[src/rtl/ucitavanje_uzorka_pkg.sv]
// uzorak_pkg: shared sample-loader constants, FSM state type and the feature bit-offset helper
package uzorak_pkg;
    localparam int BROJ_ZNACAJKI   = 60;
    localparam int SIRINA_ZNACAJKE = 16;
    localparam int SIRINA_UZORKA   = BROJ_ZNACAJKI * SIRINA_ZNACAJKE;

    typedef enum logic [1:0] {PUNJENJE, PUN, ODBACIVANJE} stanje_t;

    function automatic int indeks_znacajke(input int k);
        return k * SIRINA_ZNACAJKE;
    endfunction
endpackage

[src/rtl/ucitavanje_uzorka.sv]
// ucitavanje_uzorka: double-buffered serial-to-parallel loader, 60 x 16-bit features into a 960-bit sample
//   clk, reset (sync, active-high)
//   znacajka_in/_valid/_zadnja/_ready : feature input handshake, _zadnja marks the last feature
//   uzorak/_valid/_ready              : assembled sample output handshake
//   greska, broj_gresaka              : error pulse and saturating error count
//   optional macro UZORAK_CLAMP_EN    : features with bit 15 set are stored as zero and flagged
module ucitavanje_uzorka
    import uzorak_pkg::*;
(
    input  logic                     clk,
    input  logic                     reset,
    input  logic [15:0]              znacajka_in,
    input  logic                     znacajka_valid,
    input  logic                     znacajka_zadnja,
    output logic                     znacajka_ready,
    output logic [SIRINA_UZORKA-1:0] uzorak,
    output logic                     uzorak_valid,
    input  logic                     uzorak_ready,
    output logic                     greska,
    output logic [7:0]               broj_gresaka
);
    stanje_t stanje, sledece;
    logic [5:0] brojac;
    logic [SIRINA_UZORKA-1:0] sjena, sjena_nova;
    logic [15:0] vrednost;
    logic prihvat, predaja, upis, zadnji_slot, kompletan, direktno;
    logic greska_okvira, greska_znaka, dogadjaj_greske;

    assign prihvat       = znacajka_valid && znacajka_ready;
    assign predaja       = uzorak_valid && uzorak_ready;
    assign upis          = prihvat && stanje == PUNJENJE;
    assign zadnji_slot   = brojac == 6'(BROJ_ZNACAJKI - 1);
    assign kompletan     = upis && znacajka_zadnja && zadnji_slot;
    // Output buffer is free if empty or being drained at this very edge.
    assign direktno      = kompletan && (!uzorak_valid || uzorak_ready);
    // Early zadnja or missing zadnja on the final slot are both framing errors.
    assign greska_okvira = upis && (znacajka_zadnja != zadnji_slot);

`ifdef UZORAK_CLAMP_EN
    assign vrednost     = znacajka_in[15] ? 16'h0000 : znacajka_in;
    assign greska_znaka = upis && znacajka_in[15];
`else
    assign vrednost     = znacajka_in;
    assign greska_znaka = 1'b0;
`endif

    // Simultaneous framing and sign errors count as a single event.
    assign dogadjaj_greske = greska_okvira || greska_znaka;

    // Shadow image including this cycle's feature, so a completing sample can be copied out in the same edge.
    for (genvar g = 0; g < BROJ_ZNACAJKI; g++) begin : g_slot
        assign sjena_nova[indeks_znacajke(g) +: SIRINA_ZNACAJKE] =
            (upis && brojac == 6'(g)) ? vrednost : sjena[indeks_znacajke(g) +: SIRINA_ZNACAJKE];
    end

    always_ff @(posedge clk) begin
        if (reset) stanje <= PUNJENJE;
        else       stanje <= sledece;
    end

    always_comb begin
        sledece = stanje;
        case (stanje)
            PUNJENJE:    sledece = (kompletan && !direktno) ? PUN :
                                   (upis && !znacajka_zadnja && zadnji_slot) ? ODBACIVANJE : PUNJENJE;
            PUN:         sledece = predaja ? PUNJENJE : PUN;
            ODBACIVANJE: sledece = (prihvat && znacajka_zadnja) ? PUNJENJE : ODBACIVANJE;
            default:     sledece = PUNJENJE;
        endcase
    end

    always_comb znacajka_ready = !reset && stanje != PUN;

    always_ff @(posedge clk) begin
        if (reset) begin
            sjena        <= '0;
            brojac       <= '0;
            uzorak       <= '0;
            uzorak_valid <= 1'b0;
            greska       <= 1'b0;
            broj_gresaka <= '0;
        end else begin
            sjena        <= sjena_nova;
            // Any accepted zadnja or the final slot ends the frame (good or bad), so the counter restarts.
            brojac       <= (upis && !znacajka_zadnja && !zadnji_slot) ? brojac + 6'd1 :
                            upis ? 6'd0 : brojac;
            uzorak       <= direktno ? sjena_nova :
                            (stanje == PUN && predaja) ? sjena : uzorak;
            uzorak_valid <= direktno || stanje == PUN || (uzorak_valid && !uzorak_ready);
            greska       <= dogadjaj_greske;
            broj_gresaka <= (dogadjaj_greske && broj_gresaka != 8'hFF) ? broj_gresaka + 8'd1 : broj_gresaka;
        end
    end
endmodule

[config.mk]
export PLATFORM = sky130hd
export DESIGN_NAME = ucitavanje_uzorka
export DESIGN_NICKNAME = d
export VERILOG_FILES = /design/src/rtl/ucitavanje_uzorka_pkg.sv /design/src/rtl/ucitavanje_uzorka.sv
export SDC_FILE = /design/constraint.sdc
export NUM_CORES = 2
export LEC_CHECK = 0
export CAP_MARGIN = 0
export CORE_AREA = 4 4 385 387
export CTS_BUF_LIST = sky130_fd_sc_hd__clkbuf_4 sky130_fd_sc_hd__clkbuf_8
export CTS_CLUSTER_DIAMETER = 80
export DETAILED_ROUTE_END_ITERATION = 10
export DIE_AREA = 0 0 389 391
export HOLD_SLACK_MARGIN = 0.03
export PLACE_DENSITY_LB_ADDON = 0.3
export SYNTH_ARGS = -nofsm -noshare
export SYNTH_HDL_FRONTEND = slang
export SYNTH_SLANG_ARGS = --single-unit
[constraint.sdc]
create_clock -name clk -period 3 [get_ports clk]
set_input_delay 0.3 -clock clk [delete_from_list [all_inputs] [get_ports clk]]
set_output_delay 0.3 -clock clk [all_outputs]
set_load 0.03 [all_outputs]
Word level (Yosys, flattened, before mapping)
Cells that the tools add are included.
W data, S select, Z words.
{"block": "word_totals", "ff_bits": 1938, "in_bits": 21, "elab_cells": 231}
{"block": "op_classes", "addsub": 2, "n_eq_ne": 64, "mux": 69, "n_reduce_logical": 89}
{"op": "$mux W960", "n": 2}
{"op": "$mux W16", "n": 60}
{"op": "$eq A6 B6 Y1 const B", "n": 28}
{"op": "$eq A6 B5 Y1 const B", "n": 16}
{"op": "$logic_and A1 B1 Y1", "n": 76}
{"op": "$eq A6 B4 Y1 const B", "n": 8}
{"op": "$eq A6 B3 Y1 const B", "n": 4}
{"op": "$eq A6 B2 Y1 const B", "n": 2}
{"op": "$mux W6", "n": 2}
{"op": "$add A8 B1 Y8 const B", "n": 1}
{"op": "$ne A8 B8 Y1 const B", "n": 1}
{"op": "$add A6 B1 Y6 const B", "n": 1}
{"op": "$eq A6 B1 Y1 const B", "n": 1}
{"op": "$logic_not A1 Y1", "n": 6}
{"op": "$logic_not A6 Y1", "n": 1}
{"op": "$mux W2", "n": 3}
{"op": "$pmux W2 S3", "n": 1}
{"op": "$reduce_bool A2 Y1", "n": 2}
{"op": "$logic_or A1 B1 Y1", "n": 3}
{"op": "$eq A2 B1 Y1 const B", "n": 1}
{"op": "$eq A2 B2 Y1 const B", "n": 1}
{"op": "$logic_not A2 Y1", "n": 1}
{"op": "$ne A2 B1 Y1 const B", "n": 1}
{"op": "$mux W1", "n": 1}
{"op": "$ne A1 B1 Y1", "n": 1}

Longest topological paths before layout
{"block": "depth", "word_depth": 11, "mapped_depth": 12}

Worst setup path before layout
No wires, ideal clock.
{"block": "synth_timing", "kind": "register to register", "startpoint": "reg brojac[1]", "endpoint": "reg uzorak[940]", "setup_ns": 0.095, "arrival_ns": 2.271, "required_time_ns": 2.905, "path_slack_ns": 0.634, "path_stages_with_launch": 8, "cell_sequence": "dfxtp_1 -> ha_1 -> buf_2 -> nand3b_1 -> nor3_4 -> nand3_1 -> clkbuf_1 -> a221oi_1"}
{"block": "synth_between", "elab_chain_cells": 4, "elab_cells_between_ends": 8, "classes_between": "eq/ne: 2; mux: 2; reduce/logical: 4"}
{"item": "start: declaration", "line": "ucitavanje_uzorka.sv:23", "source": "logic [5:0] brojac;"}
{"item": "start signal: assignment", "line": "ucitavanje_uzorka.sv:85", "source": "brojac <= (upis && !znacajka_zadnja && !zadnji_slot) ? brojac + 6'd1 :"}
{"item": "$eq A6 B6 Y1, on equally long branches", "line": "ucitavanje_uzorka.sv:53, ucitavanje_uzorka.sv:32"}
{"item": "$logic_and A1 B1 Y1, on equally long branches", "line": "ucitavanje_uzorka.sv:53, ucitavanje_uzorka.sv:33"}
{"item": "$mux W16 / $logic_and A1 B1 Y1 (equally long branches)", "line": "ucitavanje_uzorka.sv:53, ucitavanje_uzorka.sv:35"}
{"item": "$mux W960 / $reduce_bool A2 Y1 (equally long branches)"}
{"item": "end signal: assignment", "line": "ucitavanje_uzorka.sv:87", "source": "uzorak <= direktno ? sjena_nova :"}
{"item": "end: declaration", "line": "ucitavanje_uzorka.sv:16", "source": "output logic [SIRINA_UZORKA-1:0] uzorak,"}
Several ways; a longest one is shown, not always the timed one.
A chain may end at the register's enable or synchronous reset.

Final worst setup path
{"block": "layout_timing", "startpoint": "in znacajka_valid", "endpoint": "reg sjena[150]"}
{"block": "layout_between", "elab_chain_cells": 4}
{"item": "start: declaration", "line": "ucitavanje_uzorka.sv:13", "source": "input logic znacajka_valid,"}
{"item": "$logic_and A1 B1 Y1", "line": "ucitavanje_uzorka.sv:29", "source": "assign prihvat = znacajka_valid && znacajka_ready;"}
{"item": "$logic_and A1 B1 Y1", "line": "ucitavanje_uzorka.sv:31", "source": "assign upis = prihvat && stanje == PUNJENJE;"}
{"item": "$logic_and A1 B1 Y1", "line": "ucitavanje_uzorka.sv:53", "source": "(upis && brojac == 6'(g)) ? vrednost : sjena[indeks_znacajke(g) +: SIRINA_ZNACAJKE];"}
{"item": "$mux W16", "line": "ucitavanje_uzorka.sv:53"}
{"item": "end signal: assignment", "line": "ucitavanje_uzorka.sv:83", "source": "sjena <= sjena_nova;"}
{"item": "end: declaration", "line": "ucitavanje_uzorka.sv:24", "source": "logic [SIRINA_UZORKA-1:0] sjena, sjena_nova;"}
Every way passes these cells.

==> out/results.ini <==
[clock_network]
cts_buffers = 320
clk_latency_ns = 1.04
cts.sinks = 1938
root_buffer = clkbuf_8
path_clk_slew_ns = 0.06
clock_path_buffers = 4
htreeDepth = 5
cts_tree = done

[synth]
synthesis.nets = 8559
synth_area_leader_cell = dfxtp_1
synth_edf_count = 0
synthTopCellsByArea = dfxtp_1 (57%), nand2_1 (20%), a21oi_1 (13%), clkbuf_1 (2.7%), mux2i_1 (1.6%)
yosysTopAreaCellShare_pct = 57.0
synth_area_mm2 = 0.0680
synthFlopType = dfxtp_1
synthDistinctLibCells = 50
syn_inst = 8533
seq_area_frac_synth_pct = 57.0
ys_top_cells_by_count = nand2_1 (3633), dfxtp_1 (1938), a21oi_1 (1813)
synth-async-reset-ratio_pct = 0
post-synth-top-count-cell = nand2_1
postSynthAreaPerCell_um2 = 7.97
ys_seq_elements = 1938
ys_warn_count = 0

[die]
core-area_mm2 = 0.145
dieArea_mm2 = 0.152
chipHeight_um = 391
io-pin-count = 992
die_w_um = 389
num_rows = 140
start_util_pct = 47.0

[detailed_routing]
drc = 0
drtIter0Drc = 6668
drt_pre_antenna_iters = 8
wl_um = 252000
routed_via_density = 5.47
antenna_left = 0
vias = 63200
post_drt_wl_per_cell_um = 21.8

[critical_path]
crit_family = buffers and inverters
path_cells = dlygate4sd3_1 > clkdlybuf4s50_1 > or4b_4 > or3_2 > buf_12 > nor2_8 > nand2_1 > a21oi_1 > dlygate4sd3_1
crit_slowest_cell = dlygate4sd3_1
max_stage_delay_ns = 0.63
critPathArrivalTime_ns = 3.90
start_kind = input port
cp_max_fo = 16
worst_setup_path_end_kind = register
worstSetupPathType = in -> reg
r2r-start = stanje[0]
critPathLaunch = znacajka_valid
worst-path-stages = 9
path_common_cell = dlygate4sd3_1
cp_data_required_time_ns = 3.95
rr_worst_depth = 7
worst-path-buf-inv = 4

[run]
maxCapViolCount = 0

[timing]
relSlewSlack_pct = 24.3
hold_violations = 0
worstMarginPinSlew_ns = 1.14
setup-tns-final_ns = 0
setup_viol = 0
period_minus_slack_ns = 2.96
finalCritPeriodShare_pct = 98.6
finClkSkew_ns = 0.0881
maxSlewViolCount = 0
rsz0062_at_grt = false
clock.fmax_mhz = 338

[min_path]
holdCritStartpoint = znacajka_zadnja
min_delay_path_depth = 3
hp-class = in -> reg

[placement]
hpwl_um = 161000
place_inst = 11000
placed_cell_area_mm2 = 0.0801
routabilityCongestion = 0.854
portBuffers = 991

[final_layout]
drive_above_1_share_pct = 9.11
regArea_mm2 = 0.0388
fin_nets = 9449
final_area_mm2 = 0.0868
multi_input_area_mm2 = 0.0263
nFillCells = 12600
stdcell_count = 11600
synthToLayoutAreaGrowth_pct = 27.7

[global_routing]
grt_start_max_net_pins = 220
met2_usage_pct = 48.3
grt_pass1_wl_um = 366000
grt_util_met1_pct = 41.0
gr-total-overflow = 0
antenna_found_initial = 6
grt_busiest_layer = met2
grt_usage_pct = 31.3
met3_usage_pct = 7.34
grt_pass1_vias = 58700

[power_and_ir_drop]
vdd_drop_max_v = 0.000303
powerDensity_mw_per_mm2 = 583
p_leak_nw = 29.1

[status]
run_status = completed

## cells by family (layout without fill, tap and decap cells)
group | Yosys count | in the layout | share of synthesized area, %
simple gates | 3871 | 3871 | 22.3
buf+inv | 699 | 1798 | 4.49
compound gates | 1907 | 1907 | 14.5
mux | 112 | 112 | 1.65
xor+xnor | 1 | 1 | 0.0129
fa+ha+maj | 5 | 5 | 0.0920
other cells | 0 | 7 | 0
flops | 1938 | 1938 | 57.0
## cells in the final DEF, fill, tap and decap left out, types with 47 or more instances in the layout
cell type and instances:
nand3_1 60, buf_12 69, a21oi_1 1813, clkbuf_4 95, nand2_1 3633, a221oi_1 47, clkdlybuf4s50_1 973, dfxtp_1 1938
mux2i_1 112, buf_4 199, clkbuf_8 398, nor2_1 96
## report_power, final
part | leakage, nW | switching [mW] | total [mW] | internal (mW)
Clock | 3.45 | 10.4 | 23.7 | 13.3
Sequential | 15.6 | 0.0103 | 25.8 | 25.8
Combinational | 10.0 | 1.02 | 1.21 | 0.190
Total | 29.1 | 11.4 | 50.7 | 39.2
## per-layer routing
| metal | wire [um] | vias to the layer above |
|---|---|---|
| li1 | - | 29300 |
| met1 | 102000 | 30000 |
| met2 | 111000 | 3254 |
| met3 | 24700 | 602 |
| met4 | 13600 | 0 |
| met5 | 0 | - |
## area by class of cell
class / count / area share (%)
Tap cell: 1917 / 2.76
Clock buffer: 493 / 7.13
Multi-Input combinational cell: 5896 / 30.2
Inverter: 4 / 0.0173
Timing Repair Buffer: 1263 / 14.8
Antenna cell: 7 / 0.0202
Sequential cell: 1938 / 44.7
Clock inverter: 38 / 0.343
## tightest hold or removal path, cell delays in order
cell and delay, ns:
clkdlybuf4s50_1 0.58, nand2_1 0.12, a21oi_1 0.06
## flip-flops by register name (all words and copies together) (netlist names)
signal        cells
sjena           960
uzorak          960
broj_gresaka      8
stanje            2
uzorak_valid      1
brojac            6
greska            1
## final timing paths
check	to	slack, ns
max reg2reg	sjena[150]	0.16
max	sjena[150]	0.04
min reg2reg	uzorak[622]	0.40
min	uzorak_valid	0.16
## through the flow
step	total power [mW]	setup WS (ns)	hold slack [ns]	util [%]
after global placement	27.5	0.159	0.437	55.3
after detailed placement	27.5	0.0563	0.442	55.3
final	50.7	0.0422	0.164	59.9
after global routing	52.1	0.00341	0.156	59.9
after CTS	50.9	0.0422	0.0305	59.9
after floorplan	26.9	0.634	0.414	-
## timing repair
| item | in CTS | in global routing |
|---|---|---|
| setup buffers | 0 | 0 |
| hold buffers | 20 | 0 |
| hold endpoints to repair | 835 | 0 |
| resized for setup | 0 | 2 |
| endpoints found under the setup margin | 0 | 2 |
No activity file was read; power rests on OpenSTA's default activity.
